## src/rtl/dcache_l1_pkg.sv

```systemverilog
// dcache_l1_pkg: shared widths and FSM state encoding for the L1 data cache
package dcache_l1_pkg;
    localparam int ADDR_W       = 30;
    localparam int BLOCK_ADDR_W = 28;
    localparam int WORD_W       = 32;
    localparam int BLOCK_W      = 128;
    typedef enum logic [1:0] {
        COMPARE   = 2'd0,
        ALLOCATE  = 2'd1,
        WRITEBACK = 2'd2
    } state_t;
endpackage

```

## src/rtl/dcache_l1_array.sv

```systemverilog
// dcache_l1_array: valid/dirty/tag/data line storage with async clear,
// one combinational read index, a full-line fill port and a word-merge port.
module dcache_l1_array
    import dcache_l1_pkg::*;
#(
    parameter int NUM_OF_BLOCK = 8,
    parameter int INDEX_W      = 3,
    parameter int TAG_W        = 25
) (
    input  logic               clk,
    input  logic               rst,
    input  logic [INDEX_W-1:0] index,
    input  logic [1:0]         word,
    input  logic               fill_en,
    input  logic               merge_en,
    input  logic               clean_en,
    input  logic [TAG_W-1:0]   fill_tag,
    input  logic [BLOCK_W-1:0] fill_data,
    input  logic [WORD_W-1:0]  merge_data,
    output logic               rd_valid,
    output logic               rd_dirty,
    output logic [TAG_W-1:0]   rd_tag,
    output logic [BLOCK_W-1:0] rd_data
);
    logic [NUM_OF_BLOCK-1:0] valid;
    logic [NUM_OF_BLOCK-1:0] dirty;
    logic [TAG_W-1:0]        tags [NUM_OF_BLOCK];
    logic [BLOCK_W-1:0]      data [NUM_OF_BLOCK];

    assign rd_valid = valid[index];
    assign rd_dirty = dirty[index];
    assign rd_tag   = tags[index];
    assign rd_data  = data[index];

    // Only the status bits need clearing; tag/data are qualified by valid.
    always_ff @(posedge clk or posedge rst) begin
        if (rst) begin
            valid <= '0;
            dirty <= '0;
        end else if (fill_en) begin
            valid[index] <= 1'b1;
            dirty[index] <= 1'b0;
        end else if (merge_en) begin
            dirty[index] <= 1'b1;
        end else if (clean_en) begin
            dirty[index] <= 1'b0;
        end
    end

    always_ff @(posedge clk) begin
        if (fill_en) begin
            tags[index] <= fill_tag;
            data[index] <= fill_data;
        end else if (merge_en) begin
            data[index][word*WORD_W +: WORD_W] <= merge_data;
        end
    end
endmodule

```

## src/rtl/dcache_l1.sv

```systemverilog
// dcache_l1: direct-mapped write-back/write-allocate L1 D-cache with 128-bit L2 port.
// Define DCACHE_L1_PERF_CNT_EN to add hit_cnt/miss_cnt performance counters.
module dcache_l1
    import dcache_l1_pkg::*;
#(
    parameter int NUM_OF_BLOCK = 8,
    parameter int INDEX_W      = 3,
    parameter int TAG_W        = 25
) (
    input  logic                    clk,
    input  logic                    proc_reset,
    input  logic                    proc_read,
    input  logic                    proc_write,
    input  logic [ADDR_W-1:0]       proc_addr,
    input  logic [WORD_W-1:0]       proc_wdata,
    output logic [WORD_W-1:0]       proc_rdata,
    output logic                    proc_stall,
    output logic                    mem_read,
    output logic                    mem_write,
    output logic [BLOCK_ADDR_W-1:0] mem_addr,
    output logic [BLOCK_W-1:0]      mem_wdata,
    input  logic [BLOCK_W-1:0]      mem_rdata,
    input  logic                    mem_ready
`ifdef DCACHE_L1_PERF_CNT_EN
    ,
    output logic [31:0]             hit_cnt,
    output logic [31:0]             miss_cnt
`endif
);
    state_t             state, next;
    logic [INDEX_W-1:0] index;
    logic [TAG_W-1:0]   tag;
    logic [1:0]         word;
    logic               req, hit;
    logic               rd_valid, rd_dirty;
    logic [TAG_W-1:0]   rd_tag;
    logic [BLOCK_W-1:0] rd_data;
    logic               fill_en, merge_en, clean_en;

    assign index = proc_addr[INDEX_W+1:2];
    assign tag   = proc_addr[ADDR_W-1:INDEX_W+2];
    assign word  = proc_addr[1:0];
    assign req   = proc_read ^ proc_write;
    assign hit   = rd_valid && rd_tag == tag;

    dcache_l1_array #(
        .NUM_OF_BLOCK(NUM_OF_BLOCK),
        .INDEX_W     (INDEX_W),
        .TAG_W       (TAG_W)
    ) u_array (
        .clk       (clk),
        .rst       (proc_reset),
        .index     (index),
        .word      (word),
        .fill_en   (fill_en),
        .merge_en  (merge_en),
        .clean_en  (clean_en),
        .fill_tag  (tag),
        .fill_data (mem_rdata),
        .merge_data(proc_wdata),
        .rd_valid  (rd_valid),
        .rd_dirty  (rd_dirty),
        .rd_tag    (rd_tag),
        .rd_data   (rd_data)
    );

    always_ff @(posedge clk or posedge proc_reset) begin
        if (proc_reset) state <= COMPARE;
        else            state <= next;
    end

    // Outputs are forced idle while reset is held so mem requests drop at once.
    always_comb begin
        next       = state;
        proc_stall = 1'b0;
        proc_rdata = '0;
        mem_read   = 1'b0;
        mem_write  = 1'b0;
        mem_addr   = '0;
        mem_wdata  = '0;
        fill_en    = 1'b0;
        merge_en   = 1'b0;
        clean_en   = 1'b0;
        if (!proc_reset)
            case (state)
                COMPARE: begin
                    proc_stall = req && !hit;
                    proc_rdata = (req && hit && proc_read) ? rd_data[word*WORD_W +: WORD_W] : '0;
                    merge_en   = req && hit && proc_write;
                    next       = (!req || hit) ? COMPARE : ((rd_valid && rd_dirty) ? WRITEBACK : ALLOCATE);
                end
                WRITEBACK: begin
                    proc_stall = 1'b1;
                    mem_write  = 1'b1;
                    mem_addr   = {rd_tag, index};
                    mem_wdata  = rd_data;
                    clean_en   = mem_ready;
                    next       = mem_ready ? ALLOCATE : WRITEBACK;
                end
                ALLOCATE: begin
                    proc_stall = 1'b1;
                    mem_read   = 1'b1;
                    mem_addr   = proc_addr[ADDR_W-1:2];
                    fill_en    = mem_ready;
                    next       = mem_ready ? COMPARE : ALLOCATE;
                end
                default: next = COMPARE;
            endcase
    end

`ifdef DCACHE_L1_PERF_CNT_EN
    logic after_fill;

    // The COMPARE cycle right after a fill completes a miss, so it is not a hit.
    always_ff @(posedge clk or posedge proc_reset) begin
        if (proc_reset) begin
            hit_cnt    <= '0;
            miss_cnt   <= '0;
            after_fill <= 1'b0;
        end else begin
            after_fill <= fill_en;
            if (state == COMPARE && req && hit && !after_fill) hit_cnt <= hit_cnt + 32'd1;
            if (state == COMPARE && next != COMPARE) miss_cnt <= miss_cnt + 32'd1;
        end
    end
`endif
endmodule

```

## config.mk

```make
export PLATFORM = sky130hd
export DESIGN_NAME = dcache_l1
export DESIGN_NICKNAME = d
export VERILOG_FILES = /design/src/rtl/dcache_l1_pkg.sv /design/src/rtl/dcache_l1_array.sv /design/src/rtl/dcache_l1.sv
export SDC_FILE = /design/constraint.sdc
export NUM_CORES = 1
export LEC_CHECK = 0
export CAP_MARGIN = 15
export CELL_PAD_IN_SITES_DETAIL_PLACEMENT = 0
export CELL_PAD_IN_SITES_GLOBAL_PLACEMENT = 1
export CORE_ASPECT_RATIO = 0.9
export CORE_MARGIN = 3
export CORE_UTILIZATION = 35
export CTS_CLUSTER_SIZE = 16
export DETAILED_ROUTE_END_ITERATION = 6
export PLACE_DENSITY_LB_ADDON = 0.1
export SKIP_LAST_GASP = 1
export SYNTH_ARGS = -nofsm -noshare
export SYNTH_HDL_FRONTEND = slang
export SYNTH_SLANG_ARGS = --single-unit
export TNS_END_PERCENT = 1
```

## constraint.sdc

```tcl
create_clock -name clk -period 7 [get_ports clk]
set_input_delay 1.05 -clock clk [delete_from_list [all_inputs] [get_ports clk]]
set_output_delay 1.05 -clock clk [all_outputs]
set_load 0.01 [all_outputs]
```

**Yosys cells after proc, flatten, opt, wreduce, memory -nomap -nowiden**

Memory sizes are Yosys's and may differ from the RTL's.
Cells that the tools add are included.

- Register bits: 18
- RAM bits: 1,224
- Input port bits: 195
- Output and inout bits: 191
- Memories: 2

Memories:

| name | words | width | rd ports | clocked after memory_dff | write ports | line | text |
|---|---|---|---|---|---|---|---|
| u_array.data | 8 | 128 | 1 | 0 | 1 | dcache_l1_array.sv:28 | `logic [BLOCK_W-1:0] data [NUM_OF_BLOCK];` |
| u_array.tags | 8 | 25 | 1 | 0 | 1 | dcache_l1_array.sv:27 | `logic [TAG_W-1:0] tags [NUM_OF_BLOCK];` |

- $add $sub $neg: 1
- Order comparisons: 2
- Equality and inequality tests: 3
- Shift operators: 3
- Mux-type cells: 166
- Bitwise logic cells: 133
- Reductions and logical operators: 13

Operators with widths:

| kind | count |
|---|---|
| 128-bit 2-to-1 mux | 3 |
| 1-bit 2-to-1 mux | 147 |
| 1-bit OR | 128 |
| 32-bit by 34-bit variable shift with 128-bit output (first input constant) | 1 |
| 128-bit by 8-bit indexed part select with 32-bit output | 1 |
| 32-bit by 34-bit indexed part select with 128-bit output | 1 |
| 32-bit 2-to-1 mux | 3 |
| 28-bit case mux with 2 select lines | 1 |
| 7-bit negator with 34-bit output | 1 |
| 28-bit 2-to-1 mux | 1 |
| 25-bit == test | 1 |
| 8-bit 2-to-1 mux | 3 |
| 8-bit OR | 2 |
| 8-bit bitwise AND | 1 |
| 8-bit NOT | 1 |
| 1-bit logical AND | 7 |
| 1-bit binary-select mux with 3-bit select | 2 |
| 2-bit 2-to-1 mux | 3 |
| 2-bit case mux with 3 select lines | 1 |
| 3-bit by 4-bit < comparator with 1-bit output (second input constant) | 1 |
| 1-bit demux with 3-bit select | 1 |
| 3-bit by 1-bit >= comparator with 1-bit output (second input constant) | 1 |
| 3-bit nonzero test | 1 |
| 2-bit by 1-bit == test with 1-bit output (second input constant) | 1 |
| other kinds (7) | 8 |

**Longest topological paths before layout**

- Depth in word-level cells: 11
- Depth in mapped cells: 15
- Mapped depth without buffers: 9

**By module**

A second synthesis with hierarchy kept.

- Cell total of the unflattened synthesis: 2,821
- Area total of the unflattened synthesis: 51,336.7 sq um

Modules (own cells, without submodules):

| module | instances | cells an instance | area each (sq um) | sequential area each (sq um) |
|---|---|---|---|---|
| dcache_l1_array | 1 | 2,477 | 48,605.4 | 37,155.6 |
| dcache_l1 | 1 | 344 | 2,731.4 | 50.0 |

**Least setup slack after synthesis**

Ideal clock, no wire load.

- Kind: input to register
- From: input port proc_addr[3]
- To: memory u_array.data[0][64], enable pin
- Library setup time: 432 ps
- Arrival time: 5,192 ps
- Slack: 1,376 ps
- Stages: 13
- Path buffers: 5
- Cells stage by stage: buf_4 buf_4 buf_2 mux4_2 mux2i_1 xor2_1 nand4_1 or4_1 nor4_4 buf_4 nand2_4 buf_6 a21oi_1

- Longest elaborated chain between the ends: 11
- Elaborated cells between the ends (all ways): 13

Ends and longest elaborated chain:

| element | line | text |
|---|---|---|
| start: declaration | dcache_l1.sv:14 | `input logic [ADDR_W-1:0] proc_addr,` |
| memory read 8 x 25 bit or 1-bit binary-select mux with 3-bit select (tied branches) | n/a |  |
| 25-bit == test or 1-bit 2-to-1 mux (tied branches) | dcache_l1.sv:44, dcache_l1_array.sv:30 |  |
| 1-bit logical AND | dcache_l1.sv:44 | `assign hit = rd_valid && rd_tag == tag;` |
| 1-bit logical AND (2 in a row) | dcache_l1.sv:89 | `merge_en = req && hit && proc_write;` |
| 1-bit 2-to-1 mux | dcache_l1.sv:85 | `case (state)` |
| 1-bit 2-to-1 mux | dcache_l1.sv:84 | `if (!proc_reset)` |
| 1-bit 2-to-1 mux | dcache_l1_array.sv:54 | `end else if (merge_en) begin` |
| 1-bit 2-to-1 mux | dcache_l1_array.sv:51 | `if (fill_en) begin` |
| 128-bit 2-to-1 mux (not written as such) | dcache_l1_array.sv:55 | `data[index][word*WORD_W +: WORD_W] <= merge_data;` |
| 1-bit OR (no source line) | n/a |  |
| end: declaration | dcache_l1_array.sv:28 |  |

Several ways; a longest one is shown, not always the timed one. The select of a mux whose other input is x is not followed.

**Final worst setup path**

- From: input port proc_addr[3]
- To: output port proc_rdata[15]

- Longest elaborated chain between the ends: 8
- Elaborated cells between the ends (all ways): 12

Ends and longest elaborated chain:

| element | line | text |
|---|---|---|
| parallel branches: the longest is 5 deep, another holds memory read 8 x 128 bit | n/a |  |
| 32-bit 2-to-1 mux * | dcache_l1.sv:88 | `proc_rdata = (req && hit && proc_read) ? rd_data[word*WORD_W +: WORD_W] : '0;` |
| 32-bit 2-to-1 mux * | dcache_l1.sv:85 |  |
| 32-bit 2-to-1 mux * | dcache_l1.sv:84 |  |
| end: declaration | dcache_l1.sv:16 | `output logic [WORD_W-1:0] proc_rdata,` |

Mark *: on every way between the ends. The select of a mux whose other input is x is not followed.

==> impl_metrics.csv <==
group,metric,value,unit
timing,fin_crit_sh,89.2,%
critical_path,r2r_cells,12,
critical_path,cp_top_family,"buffers and inverters",
timing,fmax,0.160,GHz
critical_path,cp.depth,12,
synth,synth-seq-cells,1242,
critical_path,path_cells,"buf_4, buf_4, mux2_2, o22ai_1, or3_1, nand4_1, or4_4, nor2_1, nand3_2, buf_4, nor2_1, clkdlybuf4s50_1",
synth,yosysWarnings,0,
grt,grt_pass1_vias,30600,
timing,hold_violations,0,
synth,avgSynthCellArea,16.3,um2
pwr,powerDensity,269,nW/um2
timing,final.setup.tns,0,ns
synth,synthMostInstantiatedCell,"edfxtp_1",
synth,yosysTopAreaCell,"edfxtp_1",
final_layout,multi_input_comb_area,11700,um2
timing,rsz0062_at_grt,"no",
final_layout,area_growth,22.5,%
critical_path,slowest_stage,"or4_4",
floorplan,die_w,404,um
critical_path,endpoint,"proc_rdata[15]",
grt,antenna_found_initial,22,
clock_network,post_cts_buffers,0,
timing,finalSetupViolCount,0,
placement,hpwlAfterDp,120000,um
final_layout,regArea,37200,um2
routing,first_iter_violations,3448,
synth,netlist_area,49800,um2
clock_network,cts_hold_buf,0,
routing,postRouteAntennaNets,0,
synth,synth_ff_type,"edfxtp_1",
synth,synth_edf_count,1224,
clock_network,cts_tree,"done",
critical_path,crit_type,"in2out",
timing,hold_slack,0.465,ns
timing,worstMarginPinSlew,1.10,ns
critical_path,cp_max_fo,32,
floorplan,ios,386,
critical_path,worst-path-buf-inv,4,
routing,top_signal_layer_used,"met5",
routing,avgViaCountPerCell,5.68,
run,maxCapViolCount,0,
synth,ys_top_cells_by_area,"edfxtp_1 (74%), a22oi_1 (6.7%), mux2i_1 (3.4%)",
synth,synth_cells,3055,
floorplan,start_util,35.5,%
critical_path,r2r_setup_slack,2.18,ns
critical_path,crit_path_start,"proc_addr[3]",
clock_network,cts_buffers,132,
routing,drcViolationCount,0,
critical_path,crit_top_cell,"buf_4",
clock_network,clk_pin_slew_worst_paths,0.06,ns
routing,drt_first_pass_iters,5,
routing,wire_per_inst,34.2,um
synth,syn_nets,3259,
placement,io_buffers,385,
timing,maxSlewViolCount,0,
synth,synth-seq-area-share,74.7,%
final_layout,post-route-util,43.5,%
floorplan,row_count,130,
final_layout,layout.nets,3707,
grt,grt_max_degree,97,
critical_path,max_stage_delay,0.60,ns
pwr,p_leak,20.1,nW
critical_path,timing.rr.end,"u_array.data[4][51]",
timing,max_slew_margin,24.6,%
critical_path,r2r-start,"state[1]",
clock_network,cts_sinks,1242,
synth,async_flop_share,1.45,%
clock_network,root_buffer,"clkbuf_16",
timing,period_needed,6.25,ns
routing,drt-total-wl,187000,um
clock_network,htree_levels,4,
final_layout,fill_cells,12300,
floorplan,dieHeight,364,um
floorplan,die-area,147000,um2
grt,grt_pass1_wl,254000,um
synth,synth_cell_types,51,
grt,grt_util_all_layers,25.0,%
critical_path,worstPathArrival,5.20,ns
routing,vias,31000,
synth,synth_top_cell_area_share,73.8,%
pwr,max-vdd-ir-drop,0.000260,V
synth,yosys-top-cells-count,"edfxtp_1 (1,224), a22oi_1 (447), nor2_1 (213)",
clock_network,ctsResizeCount,0,
timing,skew,0.0263,ns
floorplan,core_region_area,140000,um2
routing,dr_wl_met3,17000,um
grt,grt-ovfl-total,0,
critical_path,worstPathRequired,5.95,ns
outcome,outcome,"completed",
critical_path,crit_path_end_kind,"output port",
routing,wl_met2,84100,um
placement,place_congestion,0.815,
critical_path,cp-start-kind,"input port",
routing,wl_met1,81600,um
worst_hold_path,hold_class,"reg2reg",
final_layout,drive_above_1_share,13.2,%
clock_network,ctsLongestPathBuffers,3,
clock_network,clk_latency,0.77,ns
cell families after synthesis:
logic type	count (synthesis)	share of synthesized area, %
buffers and inverters	332	2.78
xor gates and xnor gates	17	0.299
adders and majority gates	9	0.226
and+or+nand+nor	585	5.97
muxes	264	7.01
DFF	1242	74.7
AOI/OAI and AO/OA	606	9.01
final cells by class:
class                           instances  area share, %
Clock inverter                         80           1.30
Antenna cell                           10         0.0410
Multi-Input combinational cell       1481           19.2
Timing Repair Buffer                  508           8.19
Clock buffer                          157           5.63
Sequential cell                      1242           61.0
Tap cell                             1848           3.79
Inverter                              138          0.849
placed cells by master, fill, tap and decap left out, drive strengths merged, types with 7 or more instances in the layout:
cell type,netlist,layout
edfxtp,1224,1224
a22oi,447,447
clkdlybuf4s50,0,382
nor2,213,213
mux2i,171,171
nand2,170,170
clkbuf,147,157
inv,137,145
buf,47,126
and4,95,95
mux4,65,65
clkinv,1,56
a21oi,52,52
a221oi,29,29
mux2,28,28
and3,26,26
a22o,21,21
dfrtp,18,18
o21ai,13,13
and2,12,12
or2,11,11
a221o,11,11
diode,0,10
o22ai,10,10
nor2b,10,10
bufinv,0,10
xor2,9,9
o211ai,9,9
ha,9,9
nand3,9,9
nor3,9,9
xnor2,8,8
clkinvlp,0,7
nor3b,7,7
metal layers:
layer | global-route usage [%] | vias to the layer above
li1 | - | 13000
met1 | 35.7 | 16300
met2 | 38.0 | 1497
met3 | 6.37 | 208
met4 | 6.70 | 8
met5 | 0 | -
through the flow:
stage / setup WS [ns] / total power [mW] / instances / instance area (um2)
2_1_floorplan: 1.38 / 9.00 / 3055 / 49800
3_3_place_gp: 0.812 / 9.70 / 5216 / 56700
3_5_place_dp: 0.792 / 9.72 / 5216 / 56700
4_1_cts: 0.761 / 16.5 / 5453 / 61000
5_1_grt: 0.520 / 16.9 / 5455 / 61000
6_report: 0.755 / 16.4 / 5464 / 61000
flip-flops by register name (all words and copies together), names as in the netlist, named ones only:
name / flops
state: 2
u_array.tags: 200
u_array.valid: 8
u_array.data: 1024
how the worst min path moves through the flow:
| stage | from | to | slack, ns | cells past startpoint |
|---|---|---|---|---|
| global placement | u_array.valid[5] | u_array.valid[5] | 0.45 | 1 |
| finish | u_array.valid[3] | u_array.valid[3] | 0.46 | 1 |
| CTS | u_array.valid[6] | u_array.valid[6] | 0.47 | 1 |
| detailed placement | u_array.valid[3] | u_array.valid[3] | 0.45 | 1 |
| global route | u_array.valid[6] | u_array.valid[6] | 0.48 | 1 |
| floorplan | u_array.valid[2] | u_array.valid[2] | 0.43 | 1 |
worst reg2reg max path, cell delays in order, from the launching register on:
cell and delay, ns:
dfrtp_1 0.39, inv_1 0.08, ha_1 0.19, nor2b_1 0.18
nand2_4 0.09, buf_4 0.83, and2_1 0.31, nand4_1 0.16
nor4_4 0.30, buf_4 0.34, nand2_4 0.37, buf_4 0.44
mux2i_1 0.83
report_power, final:
part           switching, mW  internal (mW)
clock                   2.93           3.91
sequential            0.0248           8.27
combinational          0.854          0.416
Power figures use the tool's default switching activity.
